[src/rtl/slurm16_instruction_cache.sv]
// Direct-mapped read-only instruction cache: 1-cycle hits from a synchronous-read data array,
// misses refill a whole line from memory by a word-serial burst.
module slurm16_instruction_cache #(
    parameter int ADDR_BITS       = 15,
    parameter int INDEX_BITS      = 6,
    parameter int LINE_WORDS_LOG2 = 2
) (
    input  logic                 CLK,
    input  logic                 RSTb,
    input  logic [ADDR_BITS-1:0] cpu_address,
    output logic [15:0]          cpu_data,
    output logic                 cpu_success,
    input  logic                 flush,
    output logic [ADDR_BITS-1:0] mem_address,
    output logic                 mem_rd,
    input  logic [15:0]          mem_data,
    input  logic                 mem_valid,
    output logic                 busy
);

    localparam int TAG_BITS  = ADDR_BITS - INDEX_BITS - LINE_WORDS_LOG2;
    localparam int LINE_BITS = ADDR_BITS - LINE_WORDS_LOG2;
    localparam int LINES     = 1 << INDEX_BITS;
    localparam int DATA_BITS = INDEX_BITS + LINE_WORDS_LOG2;

    typedef enum logic {
        ST_IDLE = 1'b0,
        ST_FILL = 1'b1
    } state_t;

    state_t                     state_q, state_d;
    logic [LINE_BITS-1:0]       look_line_q, look_line_d;
    logic                       look_valid_q, look_valid_d;
    logic [LINE_BITS-1:0]       fill_line_q, fill_line_d;
    logic [LINE_WORDS_LOG2-1:0] cnt_q, cnt_d;
    logic                       flush_pending_q, flush_pending_d;
    logic [LINES-1:0]           valid_q, valid_d;

    logic [15:0]         data_mem [1 << DATA_BITS];
    logic [TAG_BITS-1:0] tag_mem  [LINES];
    logic [15:0]         rd_word_q;
    logic [TAG_BITS-1:0] rd_tag_q;

    logic fill_we;
    logic tag_we;
    logic hit;

    // look_valid_q marks that the registered array reads belong to a genuine IDLE lookup;
    // it is low in the first IDLE cycle after a fill so that cycle only re-samples the address.
    assign hit = (state_q == ST_IDLE) && look_valid_q
                 && valid_q[look_line_q[INDEX_BITS-1:0]]
                 && (rd_tag_q == look_line_q[LINE_BITS-1:INDEX_BITS]);

    always_comb begin
        state_d         = state_q;
        look_line_d     = cpu_address[ADDR_BITS-1:LINE_WORDS_LOG2];
        look_valid_d    = 1'b0;
        fill_line_d     = fill_line_q;
        cnt_d           = cnt_q;
        flush_pending_d = flush_pending_q;
        valid_d         = valid_q;
        fill_we         = 1'b0;
        tag_we          = 1'b0;
        case (state_q)
            ST_IDLE: begin
                look_valid_d = 1'b1;
                if (flush) begin
                    valid_d = '0;
                end
                if (look_valid_q && !hit) begin
                    state_d      = ST_FILL;
                    fill_line_d  = look_line_q;
                    cnt_d        = '0;
                    look_valid_d = 1'b0;
                end
            end
            ST_FILL: begin
                if (flush) begin
                    flush_pending_d = 1'b1;
                end
                // mem_rd/mem_address act as a held request; each mem_valid cycle transfers
                // one word for the current mem_address and advances the burst.
                if (mem_valid) begin
                    fill_we = 1'b1;
                    cnt_d   = cnt_q + 1'b1;
                    if (cnt_q == '1) begin
                        state_d         = ST_IDLE;
                        tag_we          = 1'b1;
                        flush_pending_d = 1'b0;
                        if (flush_pending_q || flush) begin
                            valid_d = '0;
                        end else begin
                            valid_d[fill_line_q[INDEX_BITS-1:0]] = 1'b1;
                        end
                    end
                end
            end
            default: state_d = ST_IDLE;
        endcase
    end

    always_ff @(posedge CLK or negedge RSTb) begin
        if (!RSTb) begin
            state_q         <= ST_IDLE;
            look_line_q     <= '0;
            look_valid_q    <= 1'b0;
            fill_line_q     <= '0;
            cnt_q           <= '0;
            flush_pending_q <= 1'b0;
            valid_q         <= '0;
        end else begin
            state_q         <= state_d;
            look_line_q     <= look_line_d;
            look_valid_q    <= look_valid_d;
            fill_line_q     <= fill_line_d;
            cnt_q           <= cnt_d;
            flush_pending_q <= flush_pending_d;
            valid_q         <= valid_d;
        end
    end

    // Arrays carry no reset; validity lives only in valid_q.
    always_ff @(posedge CLK) begin
        if (fill_we) begin
            data_mem[{fill_line_q[INDEX_BITS-1:0], cnt_q}] <= mem_data;
        end
        if (tag_we) begin
            tag_mem[fill_line_q[INDEX_BITS-1:0]] <= fill_line_q[LINE_BITS-1:INDEX_BITS];
        end
        rd_word_q <= data_mem[cpu_address[DATA_BITS-1:0]];
        rd_tag_q  <= tag_mem[cpu_address[LINE_WORDS_LOG2 +: INDEX_BITS]];
    end

    assign busy        = (state_q == ST_FILL);
    assign mem_rd      = busy;
    assign mem_address = busy ? {fill_line_q, cnt_q} : '0;
    assign cpu_success = hit;
    assign cpu_data    = hit ? rd_word_q : 16'h0000;

endmodule
[config.mk]
export PLATFORM = sky130hd
export DESIGN_NAME = slurm16_instruction_cache
export DESIGN_NICKNAME = d
export VERILOG_FILES = /design/src/rtl/slurm16_instruction_cache.sv
export SDC_FILE = /design/constraint.sdc
export NUM_CORES = 2
export LEC_CHECK = 0
export CAP_MARGIN = 10
export CORE_MARGIN = 2
export CORE_UTILIZATION = 45
export CTS_BUF_LIST = sky130_fd_sc_hd__clkbuf_8 sky130_fd_sc_hd__clkbuf_16
export CTS_CLUSTER_DIAMETER = 150
export DETAILED_ROUTE_END_ITERATION = 12
export GPL_TIMING_DRIVEN = 0
export PLACE_DENSITY = 0.68
export SYNTH_ARGS = -nofsm -noshare
export SYNTH_HDL_FRONTEND = slang
export SYNTH_MEMORY_MAX_BITS = 65536
export SYNTH_SLANG_ARGS = --single-unit
[constraint.sdc]
create_clock -name CLK -period 2.4 [get_ports CLK]
set_input_delay 0.48 -clock CLK [delete_from_list [all_inputs] [get_ports CLK]]
set_output_delay 0.48 -clock CLK [all_outputs]
set_load 0.005 [all_outputs]
==> results_dict.tcl <==
set metrics [dict create \
    outcome "finished, violations left" \
    failing_checks "setup timing" \
    route.detailed.wl_per_inst_microns 38.3 \
    synthCells 7925 \
    place.gp.congestion 0.926 \
    worst_hold_slack_ns 0.00134 \
    worst_path_largest_cell_delay_ns 0.56 \
    finalHoldViolations 0 \
    clkSlewWorstSetupHoldPaths_ns 0.06 \
    grt_antenna_before_repair 23 \
    grt.overflow.total 0 \
    yosys.cell_types.count 66 \
    drive_above_1_share_pct 38.6 \
    rsz_0062_raised_after_global_routing "yes" \
    worst_skew_pair.late_latency_ns 1.06 \
    numPlacedInstances 13517 \
    worst-path-max-fanout 5 \
    io_pins 69 \
    synth.net_count 7964 \
    tritoncts_clock_tree "yes" \
    finalMaxSlewViolations 0 \
    clock.fmax_mhz 250 \
    layout.cell_area.non_filler_sq_um 215000 \
    critPathLaunchType "flip-flop" \
    postPlaceCellArea_sq_um 192000 \
    capturing_instance_or_port_of_the_critical_path "cpu_data[9]" \
    final_cells 14686 \
    crit-reg2reg-capture "data_mem[197][3]" \
    setup.worst_path.start "look_line_q[2]" \
    io_buffer_count 65 \
    grt_pass1_vias 91776 \
    final-setup-viol-count 1397 \
    cts_sinks 4662 \
    placement_rows 230 \
    area_of_the_die_sq_um 400000 \
    groute.usage.overall_pct 27.4 \
    start_util_pct 45.2 \
    routed-wl-met2_microns 247000 \
    synth-seq-area-share_pct 78.4 \
    maximum_number_of_pins_on_one_net_before_global_route_repair 161 \
    synth-warning-count 0 \
    critPathCaptureType "output port" \
    slew_worst_pin_ns 1.25 \
    fin_skew_ns 0.0759 \
    worst-setup-path-type "flip-flop to output port" \
    chipWidth_microns 632 \
    floorplan.core_area_sq_um 393000 \
    vias_per_cell 6.55 \
    cp_data_required_time_ns 1.92 \
    nNetsFinal 9113 \
    routed_wl_microns 562000 \
    crit_path_frequent_cell "buf_6" \
    clk_root_buffer_cell "clkbuf_16" \
    layout_min_cycle_time_ns 4.01 \
    powerDensity_nw_per_um2 836 \
    fin_crit_sh_pct 167 \
    synth-seq-cells 4662 \
    number_of_flops_mapped_to_enable_cells_by_yosys 4544 \
    drc 0 \
    drt_iter0_markers 18500 \
    route.vias.total 96152 \
    detailed_place_hpwl_microns 371000 \
    met3RoutedLength_microns 84600 \
    synthesis.area_per_instance_sq_um 22.4 \
    postLayoutSetupSlackWorst_ns -1.61 \
    r2r_worst_path_depth 6 \
    cts_made_buffers 441 \
    max-clock-path-buffers 4 \
    critical_path.reg2reg.startpoint "fill_line_q[5]" \
    dominantRegCellSynth "edfxtp_1" \
    vdd.ir_drop.worst_v 0.000933 \
    worst_slew_margin_rel_pct 16.4 \
    global_route_wire_length_before_repair_microns 753000 \
    met1_length_microns 195000 \
    post_synth_instance_area_sq_um 178000 \
    synth-async-reset-ratio_pct 2.04 \
    worst_ep_arrival_time_ns 3.53 \
    clock_tree.htree_level_count 5 \
    areaGrowthSynthToFinish_pct 21.2 \
    final_antenna_net_count 0 \
    cp_slowest_cell "mux4_2" \
    topRoutingLayerUsed "met5" \
    r2r_slack_ns -0.33 \
    drt_pre_antenna_iters 8 \
    die_h_microns 632 \
    power_leakage_nw 68.5 \
    cells_along_the_critical_path "mux2_4 > mux4_2 > o21ai_2 > nand3_1 > nand4_1 > nand2_8 > clkbuf_8 > buf_6 > and2_4 > buf_6" \
    maxCapViolations 0 \
    classification_of_the_worst_slack_hold_path "primary input to flip-flop" \
]
-- timing repair --
action	in CTS	in global routing
hold buffers	24	0
resized for setup	1145	545
hold endpoints to repair	328	0
endpoints found under the setup margin	4666	4525
pin swaps	88	124
cloned	3	7
setup buffers	90	231
-- metal layers --
layer	track usage, %	vias up
met4	13.9	16
met2	39.7	8183
li1	-	36034
met3	9.22	1496
met1	37.0	50423
met5	0.604	-
-- synthesized netlist by cell type (all sizes together) (4+ instances only) --
library cell	number	area [sq um]
a211oi	34	255
a21oi	107	539
a221oi	31	272
a22o	7	61.3
a22oi	223	1670
a31oi	24	150
and2	38	238
and3	6	37.5
buf	221	1080
clkbuf	240	901
dfrtp	95	2380
dfxtp	23	460
edfxtp	4544	136000
ha	4	50.1
inv	6	22.5
mux2	18	236
mux2i	169	1690
mux4	1178	26500
nand2	144	543
nand2b	12	75.1
nand3	55	275
nand4	5	31.3
nor2	400	1500
nor2b	15	93.8
nor3	32	160
nor3b	11	82.6
nor4	65	407
o21ai	34	170
o22ai	114	713
o32ai	17	149
or2	12	75.1
or3	6	37.5
xor2	5	43.8
-- area by class of cell --
| class | count | area, sq um |
|---|---|---|
| fill | 28141 | 178000 |
| sequential | 4662 | 139000 |
| multi-input combinational | 2796 | 40700 |
| clock buffer | 454 | 11300 |
| timing repair buffer | 720 | 10100 |
| tap | 5220 | 6530 |
| buffer | 447 | 4250 |
| clock inverter | 365 | 3040 |
| antenna | 16 | 40.0 |
| inverter | 6 | 31.3 |
-- power by group --
group          internal, W  switching [W]
clock               0.0385         0.0309
sequential          0.0915       0.000929
combinational      0.00605         0.0121
total                0.136         0.0439
-- worst min path at each step --
stage / cells past startpoint / from / slack (ns) / endpoint
6_report: 2 / mem_data[0] / 0.001 / data_mem[184][0]
3_3_place_gp: 1 / look_valid_q / 0.45 / look_valid_q
5_1_grt: 2 / mem_data[0] / 0.04 / data_mem[185][0]
2_1_floorplan: 0 / RSTb / 0.18 / busy
4_1_cts: 1 / mem_data[5] / 0.007 / data_mem[215][5]
3_5_place_dp: 1 / look_valid_q / 0.46 / look_valid_q
-- flip-flops by register name, summed over array words and instances (netlist names) --
name	count
busy	1
valid_q	64
look_line_q	13
flush_pending_q	1
fill_line_q	13
look_valid_q	1
cnt_q	2
tag_mem	448
rd_tag_q	7
data_mem	4096
rd_word_q	16
-- placed cells by master (no fill, tap or decap), types with 24 or more instances in the layout --
cell,n
dfrtp_1,78
buf_6,153
mux2i_1,163
clkbuf_4,67
a31oi_1,24
clkinv_2,97
a22oi_1,173
nor2_1,86
o22ai_1,89
and2_4,28
clkbuf_1,30
buf_12,94
a211oi_1,29
bufinv_16,41
o22ai_2,25
inv_1,83
buf_2,26
nand2_2,28
nor2_2,84
nand3_1,34
mux4_2,1178
a22oi_2,50
buf_16,97
nor4_2,37
clkbuf_16,463
a21oi_1,93
nand2_1,86
edfxtp_1,4544
buf_8,224
buf_4,323
dlygate4sd3_1,24
clkbuf_8,39
nor2_4,230
clkbuf_2,64
clkinv_1,99
-- critical path: cells and delay by family, from the launching register on --
kind | cells | cell delay (ns)
flip-flops | 1 | 0.46
AO/OA/AOI/OAI | 1 | 0.17
buffers and inverters | 3 | 0.41
multiplexers | 2 | 0.87
AND/OR/NAND/NOR | 4 | 0.62
-- logic make-up (layout without fill, tap and decap cells) --
family | count (synthesis) | in the layout | synth area share, %
adders and majority gates | 4 | 4 | 0.0282
and+or+nand+nor | 815 | 815 | 2.07
AOI/OAI and AO/OA | 604 | 604 | 2.31
DFF | 4662 | 4662 | 78.4
buffers and inverters | 467 | 1992 | 1.13
muxes | 1365 | 1365 | 16.0
other | 0 | 16 | 0
xor gates and xnor gates | 8 | 8 | 0.0394
-- through the flow --
stage	setup WS, ns	TNS (ns)	utilization [%]	total power, W
after global placement	-7.58	-	47.2	0.108
final	-1.61	-118.90	54.8	0.180
after detailed placement	-4.74	-5084.78	48.9	0.108
after floorplan	-0.179	-115.60	-	0.100
after global routing	-1.66	-119.75	54.8	0.183
after CTS	-1.65	-1908.20	53.7	0.177
No activity file was read; power rests on OpenSTA's default activity.
